--- src/rtl/multicycle_pkg.sv ---
// Shared definitions for the multi-cycle control path: FSM states, opcodes,
// alu_op / alu_src_b / pc_source encodings and the opcode class vector.
// ALUControl imports the same alu_op constants from here.
package multicycle_pkg;

  typedef enum logic [3:0] {
    StFetch,
    StDecode,
    StMemAddr,
    StMemRead,
    StMemWb,
    StMemWrite,
    StExecute,
    StAluWb,
    StBranch,
    StJump
  } state_e;

  // Opcodes
  localparam logic [6:0] OpRtype  = 7'b0110011;
  localparam logic [6:0] OpLoad   = 7'b0000011;
  localparam logic [6:0] OpStore  = 7'b0100011;
  localparam logic [6:0] OpBranch = 7'b1100011;
  localparam logic [6:0] OpJal    = 7'b1101111;

  // alu_op encodings
  localparam logic [1:0] AluOpAdd   = 2'b00;
  localparam logic [1:0] AluOpSub   = 2'b01;
  localparam logic [1:0] AluOpFunct = 2'b10;

  // alu_src_b encodings
  localparam logic [1:0] SrcBReg   = 2'b00;
  localparam logic [1:0] SrcBFour  = 2'b01;
  localparam logic [1:0] SrcBImm   = 2'b10;
  localparam logic [1:0] SrcBBrOff = 2'b11;

  // pc_source encodings
  localparam logic [1:0] PcSrcAlu    = 2'b00;
  localparam logic [1:0] PcSrcAluOut = 2'b01;
  localparam logic [1:0] PcSrcJump   = 2'b10;

  // One-hot instruction class
  typedef struct packed {
    logic rtype;
    logic load;
    logic store;
    logic branch;
    logic jump;
    logic illegal;
  } op_class_t;

endpackage

--- src/rtl/opcode_class.sv ---
// Combinational opcode classifier: maps the opcode field to a one-hot class.
// JAL is recognised only when MULTICYCLE_JAL_EN is defined; otherwise it is
// classed as illegal.
module opcode_class
  import multicycle_pkg::*;
#(
  parameter int unsigned opcodeWidth = 7
) (
  input  logic [opcodeWidth-1:0] opcode,
  output op_class_t              op_class
);

  // Decode the opcode into exactly one class bit
  always_comb begin
    op_class = '0;
    case (opcode)
      opcodeWidth'(OpRtype):  op_class.rtype  = 1'b1;
      opcodeWidth'(OpLoad):   op_class.load   = 1'b1;
      opcodeWidth'(OpStore):  op_class.store  = 1'b1;
      opcodeWidth'(OpBranch): op_class.branch = 1'b1;
`ifdef MULTICYCLE_JAL_EN
      opcodeWidth'(OpJal):    op_class.jump   = 1'b1;
`endif
      default:                op_class.illegal = 1'b1;
    endcase
  end

endmodule

--- src/rtl/multicycle_control.sv ---
// Main control FSM of the multi-cycle datapath. Steps each instruction through
// fetch, decode, execute, memory and write-back, and drives the datapath
// enables/muxes. Memory accesses are paced by mem_ready.
// Optional feature macro: MULTICYCLE_JAL_EN enables JAL decode and the JUMP state.
module multicycle_control
  import multicycle_pkg::*;
#(
  parameter int unsigned aluOpWidth  = 2,
  parameter int unsigned opcodeWidth = 7
) (
  input  logic                   clk,
  input  logic                   rst,
  input  logic [opcodeWidth-1:0] opcode,
  input  logic                   zero,
  input  logic                   mem_ready,
  output logic                   pc_write,
  output logic                   ir_write,
  output logic                   i_or_d,
  output logic                   mem_read,
  output logic                   mem_write,
  output logic                   reg_write,
  output logic                   mem_to_reg,
  output logic                   alu_src_a,
  output logic [1:0]             alu_src_b,
  output logic [aluOpWidth-1:0]  alu_op,
  output logic [1:0]             pc_source,
  output logic                   illegal_op
);

  state_e    state_q;
  op_class_t op_class;
  logic      dec_illegal;
  logic [1:0] alu_op_int;

  opcode_class #(
    .opcodeWidth (opcodeWidth)
  ) u_opcode_class (
    .opcode   (opcode),
    .op_class (op_class)
  );

`ifdef MULTICYCLE_JAL_EN
  assign dec_illegal = op_class.illegal;
`else
  // Without JAL support a jump class can never be legal.
  assign dec_illegal = op_class.illegal | op_class.jump;
`endif

  assign alu_op = aluOpWidth'(alu_op_int);

  // State register and next-state sequencing
  always_ff @(posedge clk or posedge rst) begin
    if (rst) begin
      state_q <= StFetch;
    end else begin
      unique case (state_q)
        StFetch: begin
          if (mem_ready) state_q <= StDecode;
        end
        StDecode: begin
          if (op_class.load || op_class.store) state_q <= StMemAddr;
          else if (op_class.rtype)             state_q <= StExecute;
          else if (op_class.branch)            state_q <= StBranch;
`ifdef MULTICYCLE_JAL_EN
          else if (op_class.jump)              state_q <= StJump;
`endif
          else                                 state_q <= StFetch;
        end
        StMemAddr: begin
          if (op_class.load)       state_q <= StMemRead;
          else if (op_class.store) state_q <= StMemWrite;
          else                     state_q <= StFetch;
        end
        StMemRead: begin
          if (mem_ready) state_q <= StMemWb;
        end
        StMemWb:    state_q <= StFetch;
        StMemWrite: begin
          if (mem_ready) state_q <= StFetch;
        end
        StExecute:  state_q <= StAluWb;
        StAluWb:    state_q <= StFetch;
        StBranch:   state_q <= StFetch;
`ifdef MULTICYCLE_JAL_EN
        StJump:     state_q <= StFetch;
`endif
        default:    state_q <= StFetch;
      endcase
    end
  end

  // Output decode from state; mem_ready and zero gate the PC/IR strobes.
  // Reset forces every output low, overriding the FETCH decode.
  always_comb begin
    pc_write   = 1'b0;
    ir_write   = 1'b0;
    i_or_d     = 1'b0;
    mem_read   = 1'b0;
    mem_write  = 1'b0;
    reg_write  = 1'b0;
    mem_to_reg = 1'b0;
    alu_src_a  = 1'b0;
    alu_src_b  = SrcBReg;
    alu_op_int = AluOpAdd;
    pc_source  = PcSrcAlu;
    illegal_op = 1'b0;
    if (!rst) begin
      unique case (state_q)
        StFetch: begin
          mem_read  = 1'b1;
          alu_src_b = SrcBFour;
          ir_write  = mem_ready;
          pc_write  = mem_ready;
        end
        StDecode: begin
          alu_src_b  = SrcBBrOff;
          illegal_op = dec_illegal;
        end
        StMemAddr: begin
          alu_src_a = 1'b1;
          alu_src_b = SrcBImm;
        end
        StMemRead: begin
          i_or_d   = 1'b1;
          mem_read = 1'b1;
        end
        StMemWb: begin
          reg_write  = 1'b1;
          mem_to_reg = 1'b1;
        end
        StMemWrite: begin
          i_or_d    = 1'b1;
          mem_write = 1'b1;
        end
        StExecute: begin
          alu_src_a  = 1'b1;
          alu_src_b  = SrcBReg;
          alu_op_int = AluOpFunct;
        end
        StAluWb: begin
          reg_write = 1'b1;
        end
        StBranch: begin
          alu_src_a  = 1'b1;
          alu_src_b  = SrcBReg;
          alu_op_int = AluOpSub;
          pc_source  = PcSrcAluOut;
          pc_write   = zero;
        end
`ifdef MULTICYCLE_JAL_EN
        StJump: begin
          pc_source = PcSrcJump;
          pc_write  = 1'b1;
        end
`endif
        default: ;
      endcase
    end
  end

endmodule

--- config.mk ---
export PLATFORM = sky130hd
export DESIGN_NAME = multicycle_control
export DESIGN_NICKNAME = d
export VERILOG_FILES = /design/src/rtl/multicycle_pkg.sv /design/src/rtl/opcode_class.sv /design/src/rtl/multicycle_control.sv
export SDC_FILE = /design/constraint.sdc
export NUM_CORES = 1
export LEC_CHECK = 0
export CELL_PAD_IN_SITES_DETAIL_PLACEMENT = 0
export CELL_PAD_IN_SITES_GLOBAL_PLACEMENT = 1
export CORE_MARGIN = 2
export CORE_UTILIZATION = 27
export CTS_CLUSTER_SIZE = 20
export DETAILED_ROUTE_END_ITERATION = 7
export PLACE_DENSITY_LB_ADDON = 0.1
export SLEW_MARGIN = 20
export SYNTH_ARGS = -nofsm -noshare
export SYNTH_HDL_FRONTEND = slang
export SYNTH_SLANG_ARGS = --single-unit
--- constraint.sdc ---
create_clock -name clk -period 3.8 [get_ports clk]
set_input_delay 0.76 -clock clk [delete_from_list [all_inputs] [get_ports clk]]
set_output_delay 0.76 -clock clk [all_outputs]
set_load 0.01 [all_outputs]
==> impl_metrics.ini, run 1 <==
[drt]
wl_per_cell_um = 12.5
drc = 0
first_iter_violations = 24
wl_mm = 1.39
drtAntennaViolNets = 0
vias = 567
viasPerCell = 5.11
drtPass1Iterations = 4

[timing]
period_needed_ns = 3.16
setup_tns_ns = 0
skew_ns = 0.00250
max_freq_mhz = 317
setup_viol = 0
final_max_slew_viol_count = 0
finalHoldViolCount = 0
rsz0062_at_grt = no
period_share = 0.831

[placed_design]
io_buffers = 24
dp_hpwl_mm = 1.01
place_congestion = 0.691
post-place-cells = 108

[setup_path]
end_kind = primary output
slowest_delay_ns = 0.53
slowest_stage = clkdlybuf4s50_1
critPathBufInv = 2
crit_chain = clkdlybuf4s50_1, or2_1, nor2_1, and3_1, clkdlybuf4s50_1
critPathCapture = mem_write
cp.depth = 5
crit_start = rst
critPathTopFamily = buffers and inverters
ff2ff_setup_slack_ns = 2.05
rr_endpoint = state_q[2]
worstPathArrival_ns = 2.40
crit_path_frequent_cell = clkdlybuf4s50_1
r2r_start = state_q[1]
crit_path_start_kind = input port
crit_fanout = 8
crit_required_ns = 3.04
path_class = input port to primary output
rr_worst_depth = 3

[cells_and_area]
area.sequential_sq_um = 100
drive_above_1_share = 0.0581
nets = 99
n_antenna_cell = 0
multi_input_area_sq_um = 359
fin_cells = 111
largest_register_ff_count = 4
fillers = 191
area_growth_pct = 54.3
reg.largest.list = state_q (4)
regMostFlops = state_q

[hold_path]
min_path_type = register to register
worstHoldStart = state_q[3]

[flow_run]
max-cap-violations = 0

[global_routing]
grt-ovfl-total = 0
grt_pass1_wl_mm = 2.06
grt_max_degree = 17
antenna_found_initial = 0
grt_usage = 0.130
grt_pass1_vias = 436

[logic_synthesis]
synthDistinctLibCells = 29
synth_seq_cells = 4
syn_area_sq_um = 493
synthCells = 65
synth_nets = 76
yosysWarnings = 0
seq_area_frac_synth = 0.203
avgSynthCellArea_sq_um = 7.58

[pwr]
powerDensity_nw_per_um2 = 189
power.total_mw = 0.144
p_leak_nw = 0.282
max-vdd-ir-drop_v = 0.000143

[cts]
postCtsSetupBuffers = 0
path_clk_slew_ns = 0.04
numCtsBuffers = 3
clkSinkCount = 4
cts.repair.resized = 0
clk_latency_ns = 0.23
clockBufferDepth = 2
cts_tree = yes
clock-root-buffer = clkbuf_4
cts_hold_buf = 0
htreeDepth = 1

[outcome]
status = finished clean

[floorplan]
initial_core_util = 0.286
num_rows = 15
ios = 26
die_h_um = 46.7
die_area_sq_um = 2180
core_sq_um = 1730
die_x_um = 46.7
==> kinds of logic (layout without fill, tap and decap cells) <==
logic type               Yosys count  in the layout  synth area share
AO/OA/AOI/OAI                     11             11             0.180
other                              1              1           0.00761
AND/OR/NAND/NOR                   37             37             0.462
adder cells (fa/ha/maj)            1              1            0.0203
buffers and inverters              8             29            0.0685
multiplexers                       1              1            0.0228
XOR/XNOR                           2              2            0.0355
flip-flops                         4              4             0.203
==> cell usage after synthesis <==
master | number | area (sq um)
maj3_1 | 1 | 10.0
or4b_1 | 1 | 10.0
a21oi_1 | 2 | 10.0
and3_1 | 6 | 37.5
nand2_1 | 1 | 3.75
o311ai_0 | 1 | 8.76
conb_1 | 1 | 3.75
or3b_1 | 2 | 17.5
nand2b_1 | 2 | 12.5
o21ai_0 | 2 | 10.0
a32o_1 | 1 | 10.0
a2111o_1 | 1 | 11.3
a211oi_1 | 1 | 7.51
nor2b_1 | 3 | 18.8
nand4bb_1 | 2 | 22.5
nor3_1 | 7 | 35.0
o21a_1 | 1 | 7.51
a22o_1 | 1 | 8.76
mux2_2 | 1 | 11.3
nand3b_1 | 1 | 7.51
clkbuf_1 | 5 | 18.8
nor3b_1 | 4 | 30.0
inv_1 | 2 | 7.51
dfrtp_1 | 4 | 100
nor2_1 | 7 | 26.3
xnor2_1 | 2 | 17.5
or2_1 | 1 | 6.26
buf_4 | 1 | 7.51
a311oi_2 | 1 | 15.0
==> how the worst min path moves through the flow <==
stage               depth (start not counted)    endpoint  slack [ns]
floorplan                                   1  state_q[0]        0.53
global placement                            1  state_q[2]        0.65
detailed placement                          1  state_q[2]        0.64
CTS                                         1  state_q[2]        0.65
global route                                1  state_q[2]        0.67
finish                                      1  state_q[2]        0.65
==> power breakdown <==
group / internal [mW] / switching (mW)
Sequential: 0.0439 / 0.00446
Combinational: 0.0261 / 0.0178
Clock: 0.0352 / 0.0162
Total: 0.105 / 0.0385
==> per-stage QoR <==
step	setup WS (ns)	hold slack, ns	area, sq um	util
final	0.642	0.652	761	0.441
after global routing	0.545	0.671	761	0.441
after CTS	0.618	0.646	761	0.441
after detailed placement	0.622	0.642	738	0.428
after global placement	0.658	0.647	738	0.428
after floorplan	1.58	0.526	493	-
==> cell type report <==
type,count,area share
repair buffers,24,0.316
flip-flops and latches,4,0.132
well taps,25,0.0411
clock buffers,3,0.0296
inverters,2,0.00987
multi-input cells,53,0.472
==> per-layer routing <==
layer,up-vias,routed length (um),GRT usage
met3,0,106,0.0308
met1,255,665,0.205
met4,0,0,0.0167
li1,280,-,-
met5,-,0,0
met2,32,614,0.183
==> cells in the final DEF (no fill, tap or decap) <==
master / count
conb_1: 1
o21a_1: 1
or2_1: 1
mux2_2: 1
or4b_1: 1
clkbuf_4: 3
o21ai_0: 2
clkdlybuf4s50_1: 24
nor2_1: 7
a2111o_1: 1
nor3b_1: 4
nand3b_1: 1
a211oi_1: 1
inv_1: 2
a32o_1: 1
a22o_1: 1
maj3_1: 1
a311oi_2: 1
or3b_1: 2
o311ai_0: 1
nand4bb_1: 2
nor2b_1: 3
a21oi_1: 2
nand2_1: 1
dfrtp_1: 4
and3_1: 6
nand2b_1: 2
nor3_1: 7
xnor2_1: 2
(Power assumes the default switching activity.)
==> run 2, diff against run 1 <==
- CORE_UTILIZATION: 27 -> 25
- clock period: 3.8 -> 3.1 ns (I/O delays scaled with it)
==> run 2 against run 1 <==
Non-clock buffer count stayed put; core utilization is 3.9 points lower; sequential power is 22% higher; final area is 0.33% higher; first-iteration DRC count is 58% lower; register-to-register slack worse by 0.72 ns; setup slack worse by 0.44 ns; flip-flop and latch count stayed put; count of clock-buffer cells in the layout stayed put; combinational power is 23% higher; hold slack worse by 0.0049 ns.
==> impl_metrics.ini, run 2 (synthesis gave the netlist of run 1 again) <==
[outcome]
status = finished clean

[cells_and_area]
reg.largest.list = state_q (4)
n_antenna_cell = 0
nets = 99
regMostFlops = state_q
drive_above_1_share = 0.0581
largest_register_ff_count = 4
fin_cells = 113
final_cell_mix = clkdlybuf4s50_1 (24), nor3_1 (7), nor2_1 (7), and3_1 (6)
layout_commonest_cell = clkdlybuf4s50_1
fillers = 214
area_growth_pct = 54.8

[drt]
drc = 0
wl_met3_um = 95
drtPass1Iterations = 4
viasPerCell = 4.81
first_iter_violations = 10
met2WireLength_um = 659
top_layer_used = met3
drtAntennaViolNets = 0
wl_per_cell_um = 12.9
wl_met1_um = 708
vias = 543
wl_mm = 1.46

[floorplan]
die_h_um = 48.4
core_sq_um = 1900
die_area_sq_um = 2340
initial_core_util = 0.259
die_x_um = 48.4
num_rows = 16
ios = 26

[placed_design]
io_buffers = 24
place_congestion = 0.701
dp_hpwl_mm = 1.05
post-place-cells = 110

[timing]
period_needed_ns = 2.90
setup_tns_ns = 0
skew_ns = 0.00409
rsz0062_at_grt = no
setup_viol = 0
period_share = 0.936
final_max_slew_viol_count = 0
max_freq_mhz = 345
finalHoldViolCount = 0

[cts]
cts.repair.resized = 0
numCtsBuffers = 3
clockBufferDepth = 2
clkSinkCount = 4
clock-root-buffer = clkbuf_4
htreeDepth = 1
postCtsSetupBuffers = 0
path_clk_slew_ns = 0.04
cts_hold_buf = 0
clk_latency_ns = 0.24
cts_tree = yes

[global_routing]
grt_pass1_vias = 572
antenna_found_initial = 0
grt_max_degree = 17
grt_pass1_wl_mm = 2.63
grt_usage = 0.140
grt-ovfl-total = 0

[flow_run]
max-cap-violations = 0

[setup_path]
crit_required_ns = 2.48
worstPathArrival_ns = 2.28
crit_fanout = 8
end_kind = primary output
path_class = input port to primary output
rr_worst_depth = 3
crit_path_start_kind = input port

[hold_path]
min_path_cells = 1
min_path_type = register to register

[pwr]
p_leak_nw = 0.282
max-vdd-ir-drop_v = 0.000109
powerDensity_nw_per_um2 = 235
## run 2: worst max-delay path: stages
cell             delay [ns]
clkdlybuf4s50_1        0.48
or2_1                  0.34
nor2_1                 0.14
and3_1                 0.17
clkdlybuf4s50_1        0.53
## run 2: final cells by class
| class | instances | area, sq um | share of cell area |
|---|---|---|---|
| Clock buffer | 3 | 22.5 | 0.0295 |
| Inverter | 2 | 7.51 | 0.00984 |
| Multi-Input combinational cell | 53 | 359 | 0.470 |
| Sequential cell | 4 | 100 | 0.131 |
| Tap cell | 27 | 33.8 | 0.0443 |
| Timing Repair Buffer | 24 | 240 | 0.315 |
## run 2: report_power, final
| part | internal (mW) | leakage, nW | total (mW) | switching [mW] |
|---|---|---|---|---|
| clock | 0.0434 | 0.0138 | 0.0662 | 0.0228 |
| combinational | 0.0320 | 0.215 | 0.0540 | 0.0221 |
| sequential | 0.0537 | 0.0540 | 0.0590 | 0.00534 |
## run 2: worst paths after layout
kind | startpoint | to | slack [ns]
min in group asynchronous | rst | state_q[1] | 0.69
hold / removal | state_q[3] | state_q[2] | 0.65
hold reg to reg | state_q[3] | state_q[2] | 0.65
setup reg to reg | state_q[1] | state_q[2] | 1.33
max in group asynchronous | rst | state_q[2] | 2.24
setup / recovery | rst | mem_write | 0.20
## run 2: stage by stage
stage | total power, mW | setup WS (ns) | util | hold slack, ns | instance area (sq um)
after detailed placement | 0.114 | 0.208 | 0.389 | 0.637 | 741
final | 0.179 | 0.198 | 0.401 | 0.647 | 763
after global routing | 0.193 | 0.0769 | 0.401 | 0.692 | 763
after CTS | 0.183 | 0.187 | 0.401 | 0.642 | 763
after global placement | 0.115 | 0.223 | 0.389 | 0.635 | 741
after floorplan | 0.0855 | 1.16 | - | 0.386 | 493
## run 2: routing by layer
metal | global-route usage | up-vias
met4 | 0.0857 | 0
met1 | 0.182 | 250
li1 | - | 277
met5 | 0 | -
met2 | 0.213 | 16
met3 | 0.0278 | 0
